==> src/rtl/ibex_pmp_csr.sv <==
// PMP CSR bank: pmpcfg/pmpaddr/mseccfg storage with WARL, lock, RLB and Smepmp
// write filtering, feeding registered configuration to the PMP checker.
package ibex_pmp_csr_pkg;
  typedef enum logic [1:0] {
    PMP_MODE_OFF   = 2'b00,
    PMP_MODE_TOR   = 2'b01,
    PMP_MODE_NA4   = 2'b10,
    PMP_MODE_NAPOT = 2'b11
  } pmp_cfg_mode_e;

  typedef struct packed {
    logic          lock;
    pmp_cfg_mode_e mode;
    logic          exec;
    logic          write;
    logic          read;
  } pmp_cfg_t;

  typedef struct packed {
    logic mml;
    logic mmwp;
    logic rlb;
  } pmp_mseccfg_t;
endpackage

module ibex_pmp_csr
  import ibex_pmp_csr_pkg::*;
#(
  parameter int PMPNumRegions  = 4,
  parameter int PMPGranularity = 0
) (
  input  logic                clk_i,
  input  logic                rst_ni,
  input  logic                csr_we_i,
  input  logic [11:0]         csr_addr_i,
  input  logic [31:0]         csr_wdata_i,
  output logic                csr_hit_o,
  output logic [31:0]         csr_rdata_o,
  output pmp_cfg_t            csr_pmp_cfg_o     [PMPNumRegions],
  output logic [33:0]         csr_pmp_addr_o    [PMPNumRegions],
  output pmp_mseccfg_t        csr_pmp_mseccfg_o,
  output logic                pmp_updated_o
);

  localparam int          NapotBits = (PMPGranularity > 1) ? PMPGranularity - 1 : 0;
  localparam logic [31:0] GranMask  = (32'h1 << PMPGranularity) - 32'h1;
  localparam logic [31:0] NapotOnes = (32'h1 << NapotBits) - 32'h1;

  pmp_cfg_t     cfg_q   [PMPNumRegions];
  pmp_cfg_t     cfg_d   [PMPNumRegions];
  logic [31:0]  addr_q  [PMPNumRegions];
  logic [31:0]  addr_d  [PMPNumRegions];
  logic [31:0]  addr_rd [PMPNumRegions];
  pmp_mseccfg_t msec_q, msec_d;
  logic         updated_q;

  logic cfg_sel, addr_sel, msec_sel, msech_sel;
  logic any_lock, changed;
  logic [PMPNumRegions-1:0] next_tor_lock;
  logic [7:0] wbyte;
  logic       exec_rule;

  assign cfg_sel   = csr_addr_i[11:2] == 10'h0E8;
  assign addr_sel  = csr_addr_i[11:4] == 8'h3B;
  assign msec_sel  = csr_addr_i == 12'h747;
  assign msech_sel = csr_addr_i == 12'h757;
  assign csr_hit_o = cfg_sel | addr_sel | msec_sel | msech_sel;

  // A locked TOR region also freezes the pmpaddr below it (its base address).
  always_comb begin
    any_lock      = 1'b0;
    next_tor_lock = '0;
    for (int i = 0; i < PMPNumRegions; i++) begin
      any_lock = any_lock | cfg_q[i].lock;
    end
    for (int i = 0; i < PMPNumRegions - 1; i++) begin
      next_tor_lock[i] = cfg_q[i+1].lock && (cfg_q[i+1].mode == PMP_MODE_TOR);
    end
  end

  always_comb begin
    cfg_d     = cfg_q;
    addr_d    = addr_q;
    msec_d    = msec_q;
    wbyte     = '0;
    exec_rule = 1'b0;
    if (csr_we_i && cfg_sel) begin
      for (int i = 0; i < PMPNumRegions; i++) begin
        if (csr_addr_i[1:0] == 2'(i / 4)) begin
          wbyte     = csr_wdata_i[8*(i%4) +: 8];
          exec_rule = (wbyte[2] & ~(wbyte[0] & wbyte[1])) | (~wbyte[0] & wbyte[1]);
          if (!(cfg_q[i].lock && !msec_q.rlb) &&
              !(msec_q.mml && !msec_q.rlb && wbyte[7] && exec_rule)) begin
            cfg_d[i].lock = wbyte[7];
            cfg_d[i].exec = wbyte[2];
            if (!msec_q.mml && !wbyte[0] && wbyte[1]) begin
              cfg_d[i].read  = 1'b0;
              cfg_d[i].write = 1'b0;
            end else begin
              cfg_d[i].read  = wbyte[0];
              cfg_d[i].write = wbyte[1];
            end
            if (!(PMPGranularity >= 1 && wbyte[4:3] == 2'b10)) begin
              cfg_d[i].mode = pmp_cfg_mode_e'(wbyte[4:3]);
            end
          end
        end
      end
    end
    if (csr_we_i && addr_sel) begin
      for (int i = 0; i < PMPNumRegions; i++) begin
        if (csr_addr_i[3:0] == 4'(i) &&
            !(!msec_q.rlb && (cfg_q[i].lock || next_tor_lock[i]))) begin
          addr_d[i] = csr_wdata_i;
        end
      end
    end
    if (csr_we_i && msec_sel) begin
      msec_d.mml  = msec_q.mml  | csr_wdata_i[0];
      msec_d.mmwp = msec_q.mmwp | csr_wdata_i[1];
      msec_d.rlb  = csr_wdata_i[2] & (msec_q.rlb | ~any_lock);
    end
  end

  always_comb begin
    changed = msec_d != msec_q;
    for (int i = 0; i < PMPNumRegions; i++) begin
      changed = changed | (cfg_d[i] != cfg_q[i]) | (addr_d[i] != addr_q[i]);
    end
  end

  always_comb begin
    for (int i = 0; i < PMPNumRegions; i++) begin
      addr_rd[i] = addr_q[i];
      if (PMPGranularity >= 1) begin
        if (cfg_q[i].mode == PMP_MODE_NAPOT) begin
          addr_rd[i] = addr_q[i] | NapotOnes;
        end else if (cfg_q[i].mode != PMP_MODE_NA4) begin
          addr_rd[i] = addr_q[i] & ~GranMask;
        end
      end
    end
  end

  always_comb begin
    csr_rdata_o = '0;
    if (cfg_sel) begin
      for (int i = 0; i < PMPNumRegions; i++) begin
        if (csr_addr_i[1:0] == 2'(i / 4)) begin
          csr_rdata_o[8*(i%4) +: 8] = {cfg_q[i].lock, 2'b00, cfg_q[i].mode,
                                       cfg_q[i].exec, cfg_q[i].write, cfg_q[i].read};
        end
      end
    end else if (addr_sel) begin
      for (int i = 0; i < PMPNumRegions; i++) begin
        if (csr_addr_i[3:0] == 4'(i)) begin
          csr_rdata_o = addr_rd[i];
        end
      end
    end else if (msec_sel) begin
      csr_rdata_o = {29'b0, msec_q.rlb, msec_q.mmwp, msec_q.mml};
    end
  end

  always_ff @(posedge clk_i or negedge rst_ni) begin
    if (!rst_ni) begin
      for (int i = 0; i < PMPNumRegions; i++) begin
        cfg_q[i]  <= '0;
        addr_q[i] <= '0;
      end
      msec_q    <= '0;
      updated_q <= 1'b0;
    end else begin
      cfg_q     <= cfg_d;
      addr_q    <= addr_d;
      msec_q    <= msec_d;
      updated_q <= csr_we_i & csr_hit_o & changed;
    end
  end

  always_comb begin
    for (int i = 0; i < PMPNumRegions; i++) begin
      csr_pmp_cfg_o[i]  = cfg_q[i];
      csr_pmp_addr_o[i] = {addr_q[i], 2'b00};
    end
  end

  assign csr_pmp_mseccfg_o = msec_q;
  assign pmp_updated_o     = updated_q;

endmodule

==> config.mk <==
export PLATFORM = sky130hd
export DESIGN_NAME = ibex_pmp_csr
export DESIGN_NICKNAME = d
export VERILOG_FILES = /design/src/rtl/ibex_pmp_csr.sv
export SDC_FILE = /design/constraint.sdc
export NUM_CORES = 1
export LEC_CHECK = 0
export BUFFER_PORTS_ARGS = -buffer_cell sky130_fd_sc_hd__buf_4
export CAP_MARGIN = 20
export CORE_MARGIN = 4
export CORE_UTILIZATION = 31
export DETAILED_ROUTE_END_ITERATION = 6
export GPL_ROUTABILITY_DRIVEN = 0
export GPL_TIMING_DRIVEN = 0
export PLACE_DENSITY_LB_ADDON = 0.05
export SLEW_MARGIN = 20
export SYNTH_ARGS = -nofsm -noshare
export SYNTH_HDL_FRONTEND = slang
export SYNTH_SLANG_ARGS = --single-unit
==> constraint.sdc <==
create_clock -name clk_i -period 6.5 [get_ports clk_i]
set_input_delay 1.3 -clock clk_i [delete_from_list [all_inputs] [get_ports clk_i]]
set_output_delay 1.3 -clock clk_i [all_outputs]
set_load 0.02 [all_outputs]
-- Word-level counts from Yosys, hierarchy flattened
Cells that the tools add are included.
- flip-flop bits (word level): 156
- logic and storage cells: 182
- input port bits: 47
- output and inout port bits: 197
- reduce and logical (&&, ||, !) cells: 60
- equal/unequal tests: 19
- mux-type cells: 30
- bitwise operators: 45
- operators with widths (kind ; number):
    $mux 32 ; 10
    $mux 128 ; 1
    $ne 32x32->1 ; 4
    $mux 6 ; 8
    $logic_and 1x1->1 ; 38
    $mux 8 ; 4
    $eq 12x11->1 const B ; 2
    $mux 24 ; 1
    $ne 6x6->1 ; 4
    $or 1x1->1 ; 21
    $logic_not 1->1 ; 17
    $and 1x1->1 ; 15
    $eq 10x8->1 const B ; 1
    $not 1->1 ; 9
    $eq 4x2->1 const B ; 2
    $eq 8x6->1 const B ; 1
    $mux 2 ; 4
    $eq 2x1->1 const B ; 3
    $mux 3 ; 2
    $eq 4x1->1 const B ; 1
    $logic_not 4->1 ; 1
    $logic_or 1x1->1 ; 3
    $ne 3x3->1 ; 1
    $logic_not 2->1 ; 1

-- Depth between registers and ports, before layout
Gate-level depths: netlist (run 1).
- depth after elaboration: 20
- depth in mapped cells: 9
- depth with buffers taken out: 7

-- Worst setup path after synthesis (run 1)
OpenSTA, ideal clock, no wires.
- path kind: input to output
- start: in csr_addr_i[3]
- end: out csr_rdata_o[10]
- path buffers: 2
- cell stages on the path: 6
- path slack: 2344 ps
- arrival time: 2856 ps
- data required time: 5200 ps
- cells stage by stage: clkbuf_1 > nor4_4 > nand2_1 > nor3_2 > clkbuf_1 > a21o_1
- cells in the longest elaborated chain, start to end: 7
- elaborated cells on any way between the ends: 11
- classes of those cells: 4 x eq/ne; 6 x mux; 1 x reduce/logical
- RTL lines (item ; RTL line ; RTL):
    from (decl) ; 35 ; input logic [11:0] csr_addr_i,
    $logic_not 4->1 ; 156 ; if (csr_addr_i[3:0] == 4'(i)) begin
    $mux 32 (4 in series) ; 156 ;
    $mux 32 ; 154 ; end else if (addr_sel) begin
    $mux 32 (*) ; 147 ; if (cfg_sel) begin
    to (decl) ; 38 ; output logic [31:0] csr_rdata_o,
Every way passes the cells marked *; elsewhere a longest branch is shown, timed or not.

-- Worst setup path after layout (run 1)
- start: in csr_addr_i[3]
- end: out csr_rdata_o[27]
Same word-level chain as after synthesis.

==> impl_results.md, run 1 <==
- Initial Utilization: 0.318
- Global-route usage over all layers: 0.292
- Vias per cell: 5.90
- Synth top area share: 0.437
- Area growth syn-to-layout: 30.5%
- Initial antenna violation count: 1
- Net Sw Power: 0.631 mW
- Sink Count: 156
- Main synth FF type: dfrtp_1
- Synth area leaders: dfrtp_1, mux2_2, nand2_1
- Worst slew margin relative to its limit: 0.363
- CTS Root Buffer Type: clkbuf_16
- TritonCTS clock tree: yes
- Syn avg cell area: 9.33 um^2
- Clock skew: between 0.01 and 0.015 ns
- Pins over their slew limit: 0
- Die area: roughly 32000 um^2
- Rows: 61
- Max cap viols: 0
- Synthesis Warnings: 0
- Area of the core: about 28000 um^2
- ANT cells: 0
- Worst-Margin Slew: 0.953 ns
- Cell depth of the worst setup path: 7
- Crit path max-delay family: buffers and inverters
- #FFs+latches synth: 156
- I/O Buffers: 212
- Final count of negative-setup-slack endpoints: 0
- CP Class: in2out
- WHS Endpoint: csr_pmp_mseccfg_o[1]
- Crit path largest cell delay: 0.86 ns
- IO Count: between 200 and 250
- Setup crit end kind: output pin
- Post-Synthesis Cells: 957
- HPWL after DPL: 35500 um
- CP Buf/Inv Count: 3
- Via count: 9371
- Crit path top cell by count: clkbuf_1
- Synthesized area: 8930 um^2
- Ys async rst share: 1.00
- Worst EP required: 5.20 ns
- Hold Violations, Final: 0
- Peak supply drop: 131 uV
- Vert. Die Dim: between 150 and 200 um
- Yosys top cell by area: dfrtp_1
- Crit path max fanout: 10
- Fmax achieved: 196 MHz
- Fin crit share: 0.784
- Worst skew pair latency: 0.44 ns
- Unrepaired setup endpoints after global routing: no
- Final nets: around 1200
- Logic pwr share: 0.091
- PostCTS Resize Cnt: 0
- Clock power frac: 0.473
- HP Start: csr_pmp_mseccfg_o[1]
- Cell internal pwr: about 1.6 mW
- Internal reg-to-reg setup slack: around 3.5 ns
- Placed cell area: 11100 um^2
- Hold_buf cts: 0
- Power Total: 2.24 mW
- Netlist cell types: 66
- DRT Pass-1 Iters: 7
- R2R Path End: pmp_updated_o
- Pleak: 5.46 nW
- Share of cells above drive strength 1: 0.285
- DRC: 0
- Total CTS buffers: 17
- Reg-to-Reg Start: csr_pmp_mseccfg_o[2]
- Violation count after the first detailed-route iteration: 1036
- # H-tree levels: 4
- Fillers: 2895
- Slowest-stage cell, CP: nor4b_2
- Worst setup SP type: input pin
- Pre-CTS WS: roughly 1.6 ns
- Hold slack final: about 0.56 ns
- Min Tclk post-route: 5.10 ns
- Reg clk slew, reported paths: ~0.07 ns
- Grt total ovfl: 0
- Status: finished, final reports clean
- Sw Share: 0.281
- Largest net degree at the start of global routing: between 80 and 90
- Post-route setup TNS: 0 ns
- Post-CTS Setup Bufs: 0
- Routed len/inst: 29.6 um
- Register area share after synthesis: 0.437
- Routed wire length: 47000 um
- CP Cell Sequence: clkbuf_1 > nor4b_2 > clkbuf_1 > a222oi_1 > a21oi_1 > a21o_1 > buf_4
- Chip Width: 178 um
- Hold Crit Depth: 1
- Reg power frac: 0.437
- Antenna Violating Nets Remaining: 0
- P per Cell Area: approximately 190 nW/um^2
- Post-route cell area: between 10000 and 15000 um^2
- First-pass GRT wire length: 66300 um
- Clk buf depth: 2
- R2R depth: 6
- Worst hold path class: reg2reg
- Vias in the first global route: 9024
- Final WS setup: 1.40 ns
- Data arrival, critical path: 3.80 ns
- Number of flops mapped to enable cells by yosys: 0
-- through the flow --
step                      std cells  utilization
after detailed placement       1555        0.394
after global routing           1587        0.415
after global placement         1554        0.392
after CTS                      1587        0.415
final                          1587        0.415
after floorplan                 964            -
-- state kept, by name, indices dropped and copies added (netlist names) --
name,cells
csr_pmp_cfg_o,24
csr_pmp_addr_o,128
pmp_updated_o,1
csr_pmp_mseccfg_o,3
-- routing by layer --
layer	vias up	track usage	wire length, um
li1	4007	-	-
met1	4689	0.414	20300
met2	566	0.436	20600
met3	107	0.0677	4310
met4	2	0.105	1750
met5	-	0	12
-- synth_stat cells (14+ instances only) --
library cell and instances:
a21o_1 23, a21oi_1 42, a222oi_1 35, a22o_1 20, clkbuf_1 55, dfrtp_1 156
inv_1 43, inv_2 14, mux2_2 49, nand2_1 141, nor4_1 15, o21ai_0 83
o21ai_1 23, o22ai_1 31, xnor2_1 28, xor2_1 25
-- cells in the final DEF, fill, tap and decap left out, types with 4 or more instances in the layout --
cell	instances
a211oi_1	4
a21o_1	23
a21oi_1	42
a221o_1	4
a221oi_1	13
a222oi_1	35
a22o_1	20
a31oi_1	4
buf_2	13
buf_4	222
clkbuf_1	56
clkbuf_16	17
conb_1	8
dfrtp_1	156
inv_1	43
inv_2	14
inv_6	7
mux2_1	5
mux2_2	49
nand2_1	141
nand2b_1	6
nand3_1	8
nand4_1	13
nor2_1	11
nor2b_1	4
nor3_1	10
nor4_1	15
o2111ai_1	4
o21ai_0	83
o21ai_1	23
o221ai_1	4
o22ai_1	31
o2bb2ai_1	11
xnor2_1	28
xor2_1	25
-- cell families (layout without fill, tap and decap cells) --
| family | Yosys count | count (layout) | synth area share |
|---|---|---|---|
| other cells | 1 | 8 | 0.000420 |
| buf+inv | 139 | 384 | 0.0663 |
| mux | 54 | 54 | 0.0681 |
| compound gates | 320 | 320 | 0.246 |
| flops | 156 | 156 | 0.437 |
| xor+xnor | 53 | 53 | 0.0520 |
| simple gates | 234 | 234 | 0.130 |
-- power groups by stage --
| stage | Sequential, mW | Clock (mW) | Combinational (mW) |
|---|---|---|---|
| floorplan | 1.00 | 0 | 0.0930 |
| global placement | 0.999 | 0 | 0.197 |
| detailed placement | 0.999 | 0 | 0.199 |
| global route | 0.980 | 1.11 | 0.215 |
| CTS | 0.980 | 1.07 | 0.201 |
| finish | 0.980 | 1.06 | 0.204 |
-- area by class of cell --
cell class	count	area, um^2	area share
sequential	156	3900	0.335
buffer	80	365	0.0313
timing repair buffer	213	1630	0.140
clock buffer	18	429	0.0368
multi-input combinational	669	4460	0.383
clock inverter	14	171	0.0147
inverter	59	226	0.0194
tap	378	473	0.0406
-- worst max-delay path by stage --
stage,startpoint,to,slack (ns)
after floorplan,csr_addr_i[3],csr_rdata_o[10],2.34
after global placement,csr_addr_i[3],csr_rdata_o[27],1.61
after detailed placement,csr_addr_i[3],csr_rdata_o[27],1.58
after CTS,csr_addr_i[3],csr_rdata_o[27],1.57
after global routing,csr_addr_i[3],csr_rdata_o[28],1.38
final,csr_addr_i[3],csr_rdata_o[27],1.40
(Power assumes the default switching activity.)
==> run 2, diff against run 1 <==
--- a/config.mk
+++ b/config.mk
@@ -5,6 +5,7 @@
 export SDC_FILE = /design/constraint.sdc
 export NUM_CORES = 1
 export LEC_CHECK = 0
+export ABC_AREA = 1
 export BUFFER_PORTS_ARGS = -buffer_cell sky130_fd_sc_hd__buf_4
 export CAP_MARGIN = 20
 export CORE_MARGIN = 4
==> constraint.sdc (replaced) <==
create_clock -name clk_i -period 4.89 [get_ports clk_i]
set_input_delay 0.978 -clock clk_i [delete_from_list [all_inputs] [get_ports clk_i]]
set_output_delay 0.978 -clock clk_i [all_outputs]
set_load 0.02 [all_outputs]
==> run 2 against run 1 <==
Net effect:
- worst setup slack got worse by 1.3 ns
- critical path type unchanged
- largest power group unchanged
- largest cell class unchanged
- register-to-register slack lost 1.7 ns
- total power is 32% higher
- global-route usage increased by 2.4 points
==> impl_results.md, run 2 <==
- PostCTS Resize Cnt: 0
- R2R Path End: pmp_updated_o
- Synth area leaders: dfrtp_1, nand4_1, nand2_1
- Post-CTS Setup Bufs: 0
- Fmax achieved: 209 MHz
- Status: finished, final reports clean
- ANT cells: 0
- Commonest cells in the netlist: nand2_1, inv_1, nand4_1, o21ai_0, dfrtp_1
- Grt total ovfl: 0
- DRC: 0
- Hold Violations, Final: 0
- Syn avg cell area: about 6.5 um^2
- Violation count after the first detailed-route iteration: 2018
- CTS Root Buffer Type: clkbuf_16
- CP Cell Sequence: buf_4 > nand2_1 > nor2_1 > nand2_1 > clkbuf_1 > clkinv_1 > clkbuf_1 > o221ai_1 > o21ai_0 > buf_4
- TritonCTS clock tree: yes
- # H-tree levels: 4
- Worst hold path class: in2async
- Netlist cell types: 36
- P per Cell Area: 206 nW/um^2
- Slowest-stage cell, CP: clkbuf_1
- Routed len/inst: 26.4 um
- Most numerous cell in the Yosys netlist: nand2_1
- Pleak: 7.58 nW
- Hold_buf cts: 0
- Placed cell area: 13900 um^2
- Fin crit share: 0.978
- Reg-to-Reg Start: csr_pmp_mseccfg_o[0]
- Worst-Margin Slew: 1.08 ns
- Most common cell after layout, fill and taps aside: nand2_1
- Register area share after synthesis: 0.338
- Pins over their slew limit: 0
- Rows: 70
- Yosys top cell by area: dfrtp_1
- Reg clk slew, reported paths: 0.06 ns
- Area growth syn-to-layout: 25.3%
- Vert. Die Dim: between 200 and 250 um
- Fillers: 4159
- Data arrival, critical path: 3.80 ns
- Worst EP required: 3.91 ns
- Worst skew pair latency: 0.46 ns
- Global-route usage over all layers: 0.316
- R2R depth: 15
- Crit path max fanout: 10
- Final nets: 2082
- Post-route cell area: around 14000 um^2
- Vias per cell: 5.76
- IO Count: 244
- Sink Count: between 150 and 200
- Crit path largest cell delay: 0.63 ns
- HPWL after DPL: 48900 um
- Most frequent cells in the layout: nand2_1, inv_1, buf_4, nand4_1, o21ai_0
- Setup crit end kind: output pin
- CP Class: in2out
- Clk buf depth: 2
- Routed wire length: between 60000 and 70000 um
- Power Total: 2.97 mW
- Crit path max-delay family: buffers and inverters
- Internal reg-to-reg setup slack: 1.79 ns
- Unrepaired setup endpoints after global routing: no
- Antenna Violating Nets Remaining: 0
- DRT Pass-1 Iters: 6
- Via count: 14482
- Die area: approximately 40000 um^2
- Clock skew: 0.0149 ns
- Worst setup SP type: input pin
- Synthesized area: between 10000 and 15000 um^2
- Chip Width: 201 um
- CP Buf/Inv Count: 5
- Synthesis Warnings: 0
- Total CTS buffers: 17
- Main synth FF type: dfrtp_1
- First-pass GRT wire length: 94400 um
- Ys async rst share: 1.00
- Post-Synthesis Cells: ~1800
- Final count of negative-setup-slack endpoints: 0
- Post-route setup TNS: 0 ns
- Max cap viols: 0
- Synth top area share: 0.338
- I/O Buffers: roughly 230
- Min Tclk post-route: about 4.8 ns
- Post-layout util: 0.394
- Initial antenna violation count: 1
- #FFs+latches synth: 156
- Area of the core: 36700 um^2
- Worst slew margin relative to its limit: 0.279
- Number of flops mapped to enable cells by yosys: 0
- Vias in the first global route: 13922
- Initial Utilization: 0.314
- Largest net degree at the start of global routing: 88
- Hold slack final: 0.482 ns
- Share of cells above drive strength 1: 0.170
- Peak supply drop: around 260 uV
- Largest register FFs: approximately 130
-- run 2: changes by cell type in the layout (fill, tap and decap cells not counted), moves of 35 or more --
cell,before,now
o21ai_0,83,192
nand4_1,13,227
a222oi_1,35,0
nor2_1,11,147
inv_1,43,351
mux2_2,49,1
nand2_1,141,366
nand3_1,8,67
-- run 2: layout make-up --
cell class / count / area (um^2) / area share
inverters: 364 / 1370 / 0.0946
plain buffers: 135 / 702 / 0.0486
clock buffers: 21 / 460 / 0.0319
clock inverters: 10 / 116 / 0.00805
well taps: 468 / 586 / 0.0405
repair buffers: 226 / 1720 / 0.119
multi-input cells: 1135 / 5590 / 0.387
flip-flops and latches: 156 / 3900 / 0.270
-- run 2: power breakdown --
| group | switching (mW) | internal [mW] |
|---|---|---|
| registers | 0.00916 | 1.30 |
| logic | 0.212 | 0.0676 |
| clock network | 0.611 | 0.775 |
-- run 2: how the worst max path moves through the flow --
stage                   from               to  slack [ns]  depth (start not counted)
3_5_place_dp   csr_addr_i[9]  csr_rdata_o[17]        0.30                         10
4_1_cts        csr_addr_i[9]  csr_rdata_o[17]        0.29                         10
2_1_floorplan  csr_addr_i[3]  csr_rdata_o[13]        1.62                          6
5_1_grt        csr_addr_i[9]  csr_rdata_o[17]        0.11                         10
6_report       csr_addr_i[9]  csr_rdata_o[17]        0.11                         10
3_3_place_gp   csr_addr_i[9]  csr_rdata_o[17]        0.33                         10
-- run 2: metal layers --
layer	GRT usage	routed length, um	vias to the layer above
li1	-	-	6334
met1	0.416	26100	6882
met2	0.486	29200	1053
met3	0.0806	7690	213
met4	0.152	3430	0
met5	0	0	-
-- run 2: per-stage QoR --
step                      setup slack, ns  std cells
after detailed placement            0.303       2484
after global routing                0.110       2515
after floorplan                      1.62       1790
after CTS                           0.290       2515
after global placement              0.328       2483
final                               0.107       2515
-- run 2: cells by family (layout without fill, tap and decap cells) --
| kind of cell | count (synthesis) | in the layout | synth area share |
|---|---|---|---|
| and+or+nand+nor | 831 | 831 | 0.333 |
| buffers and inverters | 499 | 756 | 0.179 |
| DFF | 156 | 156 | 0.338 |
| AOI/OAI and AO/OA | 295 | 295 | 0.148 |
| muxes | 1 | 1 | 0.000976 |
| other | 1 | 8 | 0.000325 |
-- run 2: worst reg2reg max path: cells and delay by family (launching register included) --
kind	cells	cell delay (ns)
AND/OR/NAND/NOR	13	1.83
buffers and inverters	2	0.71
flip-flops	1	0.44
==> run 3, diff against run 2 <==
--- a/config.mk
+++ b/config.mk
@@ -8,12 +8,15 @@
 export ABC_AREA = 1
 export BUFFER_PORTS_ARGS = -buffer_cell sky130_fd_sc_hd__buf_4
 export CAP_MARGIN = 20
+export CELL_PAD_IN_SITES_DETAIL_PLACEMENT = 0
+export CELL_PAD_IN_SITES_GLOBAL_PLACEMENT = 1
 export CORE_MARGIN = 4
-export CORE_UTILIZATION = 31
+export CORE_UTILIZATION = 39
 export DETAILED_ROUTE_END_ITERATION = 6
 export GPL_ROUTABILITY_DRIVEN = 0
 export GPL_TIMING_DRIVEN = 0
 export PLACE_DENSITY_LB_ADDON = 0.05
+export RECOVER_POWER = 50
 export SLEW_MARGIN = 20
 export SYNTH_ARGS = -nofsm -noshare
 export SYNTH_HDL_FRONTEND = slang
==> run 3 against run 2 <==
Net effect:
- the flow now finishes with violations (capacitance limit, slew limit)
- non-clock buffer count is the same
- register-to-register slack gained 0.08 ns
- critical path depth is the same
- sequential share of layout area grew 0.74 points
- flip-flop and latch count is the same
- sequential power is essentially flat
- hold slack gained 0.051 ns
- clock skew shrank 0.00063 ns
- critical path type unchanged
==> impl_results.md, run 3 (synthesis gave the netlist of run 2 again) <==
- I/O Buffers: ~230
- Die area: 32400 um^2
- Max cap viols: 1
- Vias in the first global route: 13588
- Data arrival, critical path: 3.85 ns
- Vert. Die Dim: 180 um
- Rows: 62
- Peak supply drop: 186 uV
- Met3 Wirelength: roughly 8000 um
- Failing checks: capacitance limit, slew limit
- Post-route setup TNS: 0 ns
- Final nets: 2082
- Area of the core: 28900 um^2
- First-pass GRT wire length: between 80000 and 90000 um
- Worst setup SP type: input pin
- Vias per cell: 5.98
- Routed len/inst: 25.6 um
- WHS Endpoint: csr_pmp_mseccfg_o[1]
- Clock skew: about 0.014 ns
- Sink Count: 156
- Hold Crit Depth: 2
- Internal reg-to-reg setup slack: ~1.9 ns
- Pleak: 7.33 nW
- Total CTS buffers: 17
- Min Tclk post-route: 4.83 ns
- Crit path largest cell delay: between 0.6 and 0.7 ns
- Global-route usage over all layers: 0.364
- Violation count after the first detailed-route iteration: 2504
- Reg-to-Reg Start: csr_pmp_mseccfg_o[0]
- Setup crit end kind: output pin
- Highest metal used: met4
- Area growth syn-to-layout: 21.9%
- Initial Utilization: 0.399
- Chip Width: 180 um
- Hold_buf cts: 0
- R2R depth: 15
- DRC: 0
- R2R Path End: pmp_updated_o
- CTS Root Buffer Type: clkbuf_16
- Worst-Margin Slew: 2.27 ns
- Clk buf depth: 2
- DRT Pass-1 Iters: 6
- Worst slew margin relative to its limit: -0.512
- ANT cells: 0
- Via count: 14541
- Reg clk slew, reported paths: 0.07 ns
- Worst skew pair latency: 0.45 ns
- Pins over their slew limit: 80
- Fillers: 3173
- # H-tree levels: 4
- Slowest-stage cell, CP: clkbuf_1
- Met2 routed wirelength: 26200 um
- Hold Violations, Final: 0
- Grt total ovfl: 0
- HPWL after DPL: roughly 45000 um
- Worst hold path class: reg2reg
- PostCTS Resize Cnt: 0
- CP Class: in2out
- Initial antenna violation count: 0
- Fmax achieved: 207 MHz
- CP Cell Sequence: buf_4 > nand2_1 > nor2_1 > nand2_1 > clkbuf_1 > clkinv_1 > clkbuf_1 > o221ai_1 > o21ai_0 > buf_4
- Share of cells above drive strength 1: 0.126
- P per Cell Area: 224 nW/um^2
- Hold slack final: 0.534 ns
- Power Total: 3.15 mW
- Final count of negative-setup-slack endpoints: 0
- Fin crit share: 0.988
- HP Start: csr_pmp_mseccfg_o[1]
- Post-CTS Setup Bufs: 0
- Most frequent cells in the layout: nand2_1, inv_1, nand4_1, o21ai_0, buf_4
- IO Count: 244
- Routed wire length: 62100 um
- Largest register FFs: roughly 130
- Crit path max fanout: 10
- TritonCTS clock tree: yes
- Antenna Violating Nets Remaining: 0
- Met1 WL: 23600 um
- Unrepaired setup endpoints after global routing: no
- Most common cell after layout, fill and taps aside: nand2_1
- Worst EP required: around 4 ns
- Largest net degree at the start of global routing: 81
- Status: complete, but fails checks
run 3: through the flow:
step / instances / area [um^2] / setup WS [ns] / util
finish: 2431 / 14100 / 0.0588 / 0.486
global route: 2431 / 14100 / 0.0903 / 0.486
CTS: 2431 / 14400 / 0.295 / 0.498
detailed placement: 2400 / 13800 / 0.326 / 0.476
global placement: 2399 / 13700 / 0.367 / 0.474
floorplan: 1790 / 11600 / 1.62 / -
run 3: worst max path at each step:
| stage | to | slack (ns) | startpoint | depth (start not counted) |
|---|---|---|---|---|
| 2_1_floorplan | csr_rdata_o[13] | 1.62 | csr_addr_i[3] | 6 |
| 3_3_place_gp | csr_rdata_o[17] | 0.37 | csr_addr_i[9] | 10 |
| 3_5_place_dp | csr_rdata_o[17] | 0.33 | csr_addr_i[9] | 10 |
| 4_1_cts | csr_rdata_o[17] | 0.29 | csr_addr_i[9] | 10 |
| 5_1_grt | csr_rdata_o[10] | 0.09 | csr_addr_i[8] | 10 |
| 6_report | csr_rdata_o[17] | 0.06 | csr_addr_i[8] | 10 |
run 3: worst max-delay path: cells and delay by family:
kind	cells	cell delay, ns
compound gates	2	0.48
simple gates	3	0.26
buf+inv	5	2.11
run 3: final cells by class:
type	count	area, um^2	share of cell area
sequential	156	3900	0.278
clock buffer	18	439	0.0312
clock inverter	13	213	0.0151
tap	384	480	0.0342
buffer	135	702	0.0499
multi-input combinational	1135	5590	0.397
inverter	364	1370	0.0972
timing repair buffer	226	1370	0.0973
run 3: where the power goes:
group	leakage, nW	total [mW]	internal (mW)	switching (mW)
Combinational	5.47	0.271	0.0635	0.208
Clock	0.309	1.57	0.924	0.648
Sequential	1.55	1.30	1.30	0.00842
Total	7.33	3.15	2.28	0.864
run 3: layer usage:
layer / up-vias / track usage
li1: 6329 / -
met1: 6659 / 0.477
met2: 1251 / 0.546
met3: 302 / 0.0996
met4: 0 / 0.198
met5: - / 0
